## src/rtl/deal_cards_pkg.sv

```systemverilog
// Shared GameControl constants and state encoding for the card-dealing initiator.
// The optional WAIT watchdog in deal_cards is enabled by defining DEAL_TIMEOUT_EN.
package deal_cards_pkg;

  localparam int unsigned DeckSize     = 106;
  localparam int unsigned IdxW         = 7;
  localparam int unsigned CntW         = 5;
  localparam int unsigned WdW          = 12;
  localparam int unsigned InvalidIdx   = 110;
  localparam int unsigned TimeoutLimit = 4095;

  typedef enum logic [2:0] {
    StIdle,
    StReq,
    StWait,
    StCommit,
    StFin
  } deal_state_e;

  // Requests larger than the deck can never be satisfied, so cap them at the deck size.
  function automatic logic [CntW-1:0] clamp_count(input logic [CntW-1:0] n);
    int unsigned w;
    w = 32'(n);
    if (w > DeckSize) return CntW'(DeckSize);
    return n;
  endfunction

endpackage

```

## src/rtl/deal_watchdog.sv

```systemverilog
// WAIT-state watchdog: counts enabled cycles since the last clear and flags expiry.
// Only instantiated by deal_cards when DEAL_TIMEOUT_EN is defined.
module deal_watchdog
  import deal_cards_pkg::*;
(
  input  logic clk_i,
  input  logic rst_ni,
  input  logic clear_i,
  input  logic en_i,
  output logic expire_o
);

  logic [WdW-1:0] cnt_q, cnt_d;

  // Expires on the TimeoutLimit-th enabled cycle (count starts at 0 on the first one).
  assign expire_o = en_i && (cnt_q == WdW'(TimeoutLimit - 1));

  always_comb begin
    cnt_d = cnt_q;
    if (clear_i) begin
      cnt_d = '0;
    end else if (en_i && !expire_o) begin
      cnt_d = cnt_q + 1'b1;
    end
  end

  always_ff @(posedge clk_i or negedge rst_ni) begin
    if (!rst_ni) begin
      cnt_q <= '0;
    end else begin
      cnt_q <= cnt_d;
    end
  end

endmodule

```

## src/rtl/deal_cards.sv

```systemverilog
// Deals a requested number of cards through the single-card draw handshake.
// Define DEAL_TIMEOUT_EN to abort a draw that never completes (see deal_watchdog).
module deal_cards
  import deal_cards_pkg::*;
(
  input  logic                clk_i,
  input  logic                rst_ni,
  input  logic                interboard_rst_i,
  input  logic                start_i,
  input  logic [CntW-1:0]     req_num_i,
  input  logic [DeckSize-1:0] pool_in_i,
  input  logic                draw_ready_i,
  input  logic                draw_done_i,
  input  logic [IdxW-1:0]     drawn_card_idx_i,
  output logic                draw_one_o,
  output logic [DeckSize-1:0] available_card_o,
  output logic [DeckSize-1:0] hand_o,
  output logic [CntW-1:0]     dealt_cnt_o,
  output logic                busy_o,
  output logic                done_o,
  output logic                err_o
);

  deal_state_e         state_q, state_d;
  logic [CntW-1:0]     target_q, target_d;
  logic [CntW-1:0]     cnt_q, cnt_d;
  logic [IdxW-1:0]     idx_q, idx_d;
  logic [DeckSize-1:0] avail_q, avail_d;
  logic [DeckSize-1:0] hand_q, hand_d;
  logic                err_q, err_d;
  logic                draw_one_q, draw_one_d;
  logic                done_q, done_d;
  logic                busy_q, busy_d;
  logic                idx_valid;
  logic                wd_expire;

`ifdef DEAL_TIMEOUT_EN
  deal_watchdog u_watchdog (
    .clk_i    (clk_i),
    .rst_ni   (rst_ni),
    .clear_i  (state_q != StWait),
    .en_i     (state_q == StWait),
    .expire_o (wd_expire)
  );
`else
  assign wd_expire = 1'b0;
`endif

  assign idx_valid = (idx_q < IdxW'(DeckSize)) && avail_q[idx_q];

  always_comb begin
    state_d    = state_q;
    target_d   = target_q;
    cnt_d      = cnt_q;
    idx_d      = idx_q;
    avail_d    = avail_q;
    hand_d     = hand_q;
    err_d      = err_q;
    draw_one_d = 1'b0;
    done_d     = 1'b0;

    unique case (state_q)
      StIdle: begin
        if (start_i) begin
          avail_d  = pool_in_i;
          target_d = clamp_count(req_num_i);
          hand_d   = '0;
          cnt_d    = '0;
          err_d    = 1'b0;
          state_d  = (req_num_i == '0) ? StFin : StReq;
        end
      end
      StReq: begin
        if (avail_q == '0) begin
          err_d   = 1'b1;
          state_d = StFin;
        end else if (draw_ready_i) begin
          draw_one_d = 1'b1;
          state_d    = StWait;
        end
      end
      StWait: begin
        // A completion wins over a watchdog expiry in the same cycle.
        if (draw_done_i) begin
          idx_d   = drawn_card_idx_i;
          state_d = StCommit;
        end else if (wd_expire) begin
          err_d   = 1'b1;
          state_d = StFin;
        end
      end
      StCommit: begin
        if (idx_valid) begin
          avail_d[idx_q] = 1'b0;
          hand_d[idx_q]  = 1'b1;
          if (cnt_q != target_q) cnt_d = cnt_q + 1'b1;
          state_d = (cnt_q + 1'b1 == target_q) ? StFin : StReq;
        end else begin
          err_d   = 1'b1;
          state_d = StFin;
        end
      end
      StFin: begin
        done_d  = 1'b1;
        state_d = StIdle;
      end
      default: state_d = StIdle;
    endcase

    // Soft reset from the link behaves exactly like the hard reset.
    if (interboard_rst_i) begin
      state_d    = StIdle;
      target_d   = '0;
      cnt_d      = '0;
      idx_d      = '0;
      avail_d    = '0;
      hand_d     = '0;
      err_d      = 1'b0;
      draw_one_d = 1'b0;
      done_d     = 1'b0;
    end

    busy_d = (state_d != StIdle);
  end

  always_ff @(posedge clk_i or negedge rst_ni) begin
    if (!rst_ni) begin
      state_q    <= StIdle;
      target_q   <= '0;
      cnt_q      <= '0;
      idx_q      <= '0;
      avail_q    <= '0;
      hand_q     <= '0;
      err_q      <= 1'b0;
      draw_one_q <= 1'b0;
      done_q     <= 1'b0;
      busy_q     <= 1'b0;
    end else begin
      state_q    <= state_d;
      target_q   <= target_d;
      cnt_q      <= cnt_d;
      idx_q      <= idx_d;
      avail_q    <= avail_d;
      hand_q     <= hand_d;
      err_q      <= err_d;
      draw_one_q <= draw_one_d;
      done_q     <= done_d;
      busy_q     <= busy_d;
    end
  end

  assign draw_one_o       = draw_one_q;
  assign available_card_o = avail_q;
  assign hand_o           = hand_q;
  assign dealt_cnt_o      = cnt_q;
  assign busy_o           = busy_q;
  assign done_o           = done_q;
  assign err_o            = err_q;

endmodule

```

## config.mk

```make
export PLATFORM = sky130hd
export DESIGN_NAME = deal_cards
export DESIGN_NICKNAME = d
export VERILOG_FILES = /design/src/rtl/deal_cards_pkg.sv /design/src/rtl/deal_watchdog.sv /design/src/rtl/deal_cards.sv
export SDC_FILE = /design/constraint.sdc
export NUM_CORES = 1
export LEC_CHECK = 0
export ABC_AREA = 1
export BUFFER_PORTS_ARGS = -buffer_cell sky130_fd_sc_hd__buf_2
export CELL_PAD_IN_SITES_DETAIL_PLACEMENT = 0
export CELL_PAD_IN_SITES_GLOBAL_PLACEMENT = 1
export CORE_UTILIZATION = 28
export CTS_BUF_LIST = sky130_fd_sc_hd__clkbuf_4 sky130_fd_sc_hd__clkbuf_8
export DETAILED_ROUTE_END_ITERATION = 12
export PLACE_DENSITY_LB_ADDON = 0.1
export SYNTH_ARGS = -nofsm -noshare
export SYNTH_HDL_FRONTEND = slang
export SYNTH_HIERARCHICAL = 1
export SYNTH_SLANG_ARGS = --single-unit
```

## constraint.sdc

```tcl
create_clock -name clk_i -period 2.1 [get_ports clk_i]
set_input_delay 0.315 -clock clk_i [delete_from_list [all_inputs] [get_ports clk_i]]
set_output_delay 0.315 -clock clk_i [all_outputs]
set_load 0.05 [all_outputs]
```

# --- Yosys cells after proc, flatten, opt, wreduce, memory -nomap -nowiden ---
# Index checks and enable logic that the tools add are counted.
# W data, S select, Z words.
totals:
  reg_bits: 236
  wordCells: 88
classes:
  add_sub_neg: 1
  n_lt_le_gt_ge: 3
  eq_ne: 11
  muxes: 43
  n_bitwise: 3
  reduce_logical: 17
op_table:
  columns: ["cell", "n"]
  rows:
  - ["$mux W106", 6]
  - ["$pmux W106 S2", 2]
  - ["$and A106 B106 Y106", 1]
  - ["$logic_not A106 Y1", 1]
  - ["$not A106 Y106", 1]
  - ["$or A106 B106 Y106", 1]
  - ["$mux W5", 7]
  - ["$mux W3", 8]
  - ["$mux W7", 3]
  - ["$ne A3 B3 Y1 const B", 5]
  - ["$mux W1", 12]
  - ["$pmux W3 S4", 1]
  - ["$pmux W5 S2", 1]
  - ["$lt A7 B8 Y1 const B", 1]
  - ["$reduce_and A4 Y1", 2]
  - ["$reduce_bool A2 Y1", 4]
  - ["$bmux W1 S7", 1]
  - ["$demux W1 S7", 1]
  - ["$ge A7 B1 Y1 const B", 1]
  - ["$lt A7 B7 Y1 const B", 1]
  - ["$eq A3 B2 Y1 const B", 2]
  - ["$reduce_bool A3 Y1", 2]
  - ["$add A5 B1 Y5 const B", 1]
  - ["$eq A5 B5 Y1", 1]
  - ["other kinds (10)", 12]

# --- Depth between registers and ports, before layout ---
depth:
  depth_word: 9
  ltp_mapped: 18

# --- Least setup slack after synthesis ---
# No wires, ideal clock.
synth_path:
  path_type: "register -> register"
  from: "register idx_q[0]"
  to: "register hand_q[23] (netlist: hand_o[23])"
  setup_time_ps: 122
  arrival_ps: 2016
  t_required_ps: 1978
  slack_ps: -38
  path_stages_with_launch: 19
  n_path_buf: 4
  path_cell_list: "dfrtp_1 buf_2 inv_2 buf_2 nand2_1 nand3_1 nand2_1 nor2_1 nor2_1 nor2_1 nand2_1 a21oi_1 nand2_2 o21ai_2 nand2_4 buf_4 buf_2 nand2_1 o21ai_1"
synth_via:
  elab_chain_len: 8
  word_cells_on_any_way: 15
  cone_classes: "order compare: 3; eq/ne: 1; mux: 7; bitwise: 1; reduce/logical: 3"
synth_lines:
  columns: ["element", "line_no", "rtl"]
  rows:
  - ["start, declared", "deal_cards.sv:27", "logic [IdxW-1:0] idx_q, idx_d;"]
  - ["start signal, assigned", "deal_cards.sv:142", "idx_q <= idx_d;"]
  - ["$lt A7 B8 Y1 (implied by the code) or $ge A7 B1 Y1 (tied branches)", "deal_cards.sv:95", "hand_d[idx_q] = 1'b1;"]
  - ["$logic_and A1 B1 Y1 (implied by the code)", "deal_cards.sv:95", null]
  - ["$mux W1 (implied by the code)", "deal_cards.sv:95", null]
  - ["$demux W1 S7", "deal_cards.sv:95", null]
  - ["$or A106 B106 Y106 (no source line)", null, null]
  - ["$mux W106", "deal_cards.sv:93", "if (idx_valid) begin"]
  - ["$pmux W106 S2", "deal_cards.sv:62", "unique case (state_q)"]
  - ["$mux W106", "deal_cards.sv:111", "if (interboard_rst_i) begin"]
  - ["end signal, assigned", "deal_cards.sv:144", "hand_q <= hand_d;"]
  - ["end, declared", "deal_cards.sv:29", "logic [DeckSize-1:0] hand_q, hand_d;"]
# Parallel ways exist; a longest one is shown, timed or not. The select of a mux whose other input is x is not followed.
# A chain may end at the register's enable or synchronous reset.

# --- Worst setup path in the final report ---
layout_path:
  from: "register idx_q[0]"
  to: "register hand_q[91] (netlist: hand_o[91])"
# Same word-level chain as after synthesis.

==> out/summary.log <==
[global_routing] largest net degree at the start of global routing 93
[timing] Max-slew headroom 53.9%
[route] Antenna Nets Post-Route 0
[run] max-cap viol count 0
[floorplan] Placement Rows 80
[critical_path] CP Class flip-flop to flip-flop
[critical_path] flop-to-flop setup slack -500 ps
[timing] Worst Setup Slack, final -497 ps
[logic_synthesis] most numerous cell in the Yosys netlist nand2_1
[placement] Cells after DPL 3128
[global_routing] total overflow reported by the global router 0
[global_routing] overall track demand over capacity in global routing 26.2%
[floorplan] Die Ht 224 um
[route] total vias in the final route 16300
[floorplan] I/O Pins 345
[clock_tree] CTS tree built
[logic_synthesis] cell taking the most area after synthesis dfrtp_1
[logic_synthesis] sequential-to-total area share from yosys stat 42.9%
[layout] Layout Area Growth over Synthesis 60.8%
[placement] count of port buffers added during placement 344
[critical_path] Critical Path Source Type flip-flop
[timing] post-route clock period utilization 124%
[logic_synthesis] Area contributors post-synth dfrtp_1 (43%), nand2_1 (15%), o21ai_1 (7.6%), inv_1 (6.7%), a211oi_1 (5.8%)
[pwr] total net switching power 0.00564 W
[layout] number of nets in the layout 2742
[logic_synthesis] Synthesized Nets 2100
[critical_path] worst path arrival time 3130 ps
[placement] estimated wirelength of the detail-placed design 43.6 mm
[pwr] reported leakage power 10.6 nW
[clock_tree] CTS H-Tree Depth 2
[run_status] violations in the final reports setup timing
[critical_path] largest stage delay on the critical path 430 ps
[timing] max-slew violation count 0
[pwr] clock network fraction of total power 36.8%
[timing] Total Neg Setup Slack -96520 ps
[timing] worst-case clock skew 24.7 ps
[route] number of detailed-route iterations in the first pass 5
[logic_synthesis] count of distinct cell types in the synthesized netlist 31
[clock_tree] clock transition at the registers of the reported paths 60 ps
[layout] layout cell share with drive strength beyond 1 39.9%
[timing] setup repair after global routing missed its margin yes
[placement] Final GP Congestion 0.813
[logic_synthesis] number of enable flip-flop cells after synthesis 0
[route] total wire length 68.9 mm
[min_path] path class of the lowest-slack min-delay path input pin to flip-flop
[floorplan] placeable core region 48100 sq um
[route] number of remaining DRC errors 0
[layout] fillcell total 4908
[global_routing] global-route wire length before repair 99.3 mm
[timing] f_max 385 MHz
[timing] final hold slack 67.2 ps
[pwr] IR Drop Worst-Case VDD 0.391 mV
[pwr] internal power of the cells 0.0101 W
[critical_path] Worst EP required 2630 ps
[clock_tree] number of clock sinks seen by CTS 236
[logic_synthesis] total standard cell area after synthesis 13800 sq um
[logic_synthesis] portion of synthesized cell area occupied by the leading cell type 42.9%
[floorplan] initial cell density of the core 28.6%
[logic_synthesis] commonest cells in the synthesized netlist nand2_1 (564), inv_1 (247), dfrtp_1 (236)
[layout] number of standard cells in the final layout excluding fillers 3315
[logic_synthesis] number of synthesized register bits 236
[pwr] sequential share of power 31.5%
[pwr] switching portion of total power 35.7%
[logic_synthesis] Warnings, synthesis 6
[floorplan] die area 50100 sq um
[global_routing] antenna violations before repair 1
[clock_tree] Max clock buf depth 3
[clock_tree] clk_lat worst skew 640 ps
[logic_synthesis] mean post-synth cell area 6.97 sq um
[timing] final setup violating endpoints 221
[critical_path] standard cell with the maximum stage delay on the critical path dfrtp_2
[critical_path] list of cells traversed by the critical path buf_12 > buf_8 > clkbuf_16 > nand2_1 > nand3_1 > nand2_1 > o21ai_2 > nand2_1 > nor2_2 > nor2_1 > nor2_1 > nand2_2 > o21ai_4 > nand2_8 > buf_12 > buf_16 > clkbuf_16 > nand2_2 > o21ai_1
[logic_synthesis] Primary FF master, synth dfrtp_1
[route] drt initial violations 1251
[floorplan] Die W 224 um
[critical_path] capturing element type of the critical path flip-flop
[clock_tree] buffer cell driving the clock tree root clkbuf_8
[timing] Worst Max-Slew Pin Slew 691 ps
[timing] min cycle time layout 2600 ps
[critical_path] cell mode on critical path nand2_1
[timing] Final Hold Violating Endpoints 0
[route] routed wirelength normalized by instance count 20.8 um
[logic_synthesis] asr flop ratio synth 100%
[logic_synthesis] gate count after technology mapping 1975
[critical_path] top fanout value on the critical path 8
[layout] final instance area 22100 sq um
[layout] Post-Route Utilization 46.0%
[pwr] part of the power in combinational logic 31.8%
[global_routing] vias in the first global route 16100
[pwr] Power Dens Cells 713 nW/um^2
[clock_tree] TritonCTS buffer count 50
[route] Via density 4.93
[run_status] outcome complete, but fails checks
[placement] area post-placement 18200 sq um
==> through the flow <==
stage / worst slack [ps] / total power, W
after global placement: -719 / 0.00884
after CTS: -475 / 0.0153
after floorplan: -4.22 / 0.00712
after global routing: -600 / 0.0165
after detailed placement: -732 / 0.00885
final: -497 / 0.0158
==> repair_timing <==
action                                  CTS  global route
hold buffers                             15             0
cloned                                   20            25
setup buffers                            19            20
pin swaps                                11            37
endpoints found under the hold margin   106             0
gates resized for setup                 132           249
endpoints found under the setup margin  223           223
==> cells by family (layout without fill, tap and decap cells) <==
| group | Yosys count | after routing | synth area share, % |
|---|---|---|---|
| other | 0 | 1 | 0 |
| adders and majority gates | 1 | 1 | 0.0908 |
| and+or+nand+nor | 787 | 787 | 22.9 |
| xor gates and xnor gates | 6 | 6 | 0.382 |
| AOI/OAI and AO/OA | 563 | 563 | 22.5 |
| DFF | 236 | 236 | 42.9 |
| buffers and inverters | 382 | 1065 | 11.2 |
==> cell type report <==
| type | instances | area, sq um | share of cell area, % |
|---|---|---|---|
| Sequential cell | 236 | 5920 | 26.8 |
| Timing Repair Buffer | 719 | 5850 | 26.4 |
| Clock buffer | 87 | 1150 | 5.21 |
| Antenna cell | 1 | 2.50 | 0.0113 |
| Tap cell | 656 | 821 | 3.71 |
| Clock inverter | 6 | 32.5 | 0.147 |
| Timing Repair inverter | 1 | 16.3 | 0.0735 |
| Inverter | 252 | 978 | 4.42 |
| Multi-Input combinational cell | 1357 | 7360 | 33.3 |
==> placed cells by master, fill, tap and decap left out, types with 87 or more instances in the layout <==
master,netlist,layout
nand2_1,564,446
a21oi_1,113,111
a211oi_1,106,106
o21ai_1,208,154
nor2_1,106,87
inv_1,247,233
o21ai_0,129,116
dfrtp_1,236,222
buf_2,53,342
buf_4,5,265
==> power groups by stage <==
stage          Clock, W  Combinational (W)  Sequential [W]
2_1_floorplan         0            0.00118         0.00595
3_3_place_gp          0            0.00381         0.00503
3_5_place_dp          0            0.00381         0.00504
6_report        0.00580            0.00501         0.00497
4_1_cts         0.00594            0.00442         0.00496
5_1_grt         0.00616            0.00533         0.00500
==> final timing paths <==
| path | startpoint | end | cells after the start |
|---|---|---|---|
| max in group asynchronous | rst_ni | available_card_o[62]$_DFFE_PN0P_ | 3 |
| min in group asynchronous | rst_ni | hand_o[59]$_DFFE_PN0P_ | 2 |
| min reg2reg | state_q[0]$_DFF_PN0_ | done_o$_DFF_PN0_ | 1 |
| max | idx_q[0]$_DFFE_PN0P_ | hand_o[91]$_DFFE_PN0P_ | 19 |
| min | draw_ready_i | draw_one_o$_DFF_PN0_ | 4 |
| max reg2reg | idx_q[0]$_DFFE_PN0P_ | hand_o[91]$_DFFE_PN0P_ | 19 |
==> state kept, by name, indices dropped and copies added (netlist names) <==
name              cells
available_card_o    106
hand_o              106
idx_q                 7
dealt_cnt_o           5
target_q              5
state_q               3
busy_o                1
done_o                1
draw_one_o            1
err_o                 1
==> layer usage <==
| layer | up-vias | global-route usage [%] | routed length, um |
|---|---|---|---|
| li1 | 7801 | - | - |
| met1 | 7930 | 35.2 | 30800 |
| met2 | 481 | 42.7 | 32700 |
| met3 | 123 | 4.09 | 3350 |
| met4 | 0 | 8.82 | 2170 |
| met5 | - | 0 | 0 |
==> critical path: cells and delay by family, from the launching register on <==
family	cells	cell delay (ps)
AO/OA/AOI/OAI	3	310
buffers and inverters	6	910
flip-flops	1	430
AND/OR/NAND/NOR	10	830
(Power assumes the default switching activity.)
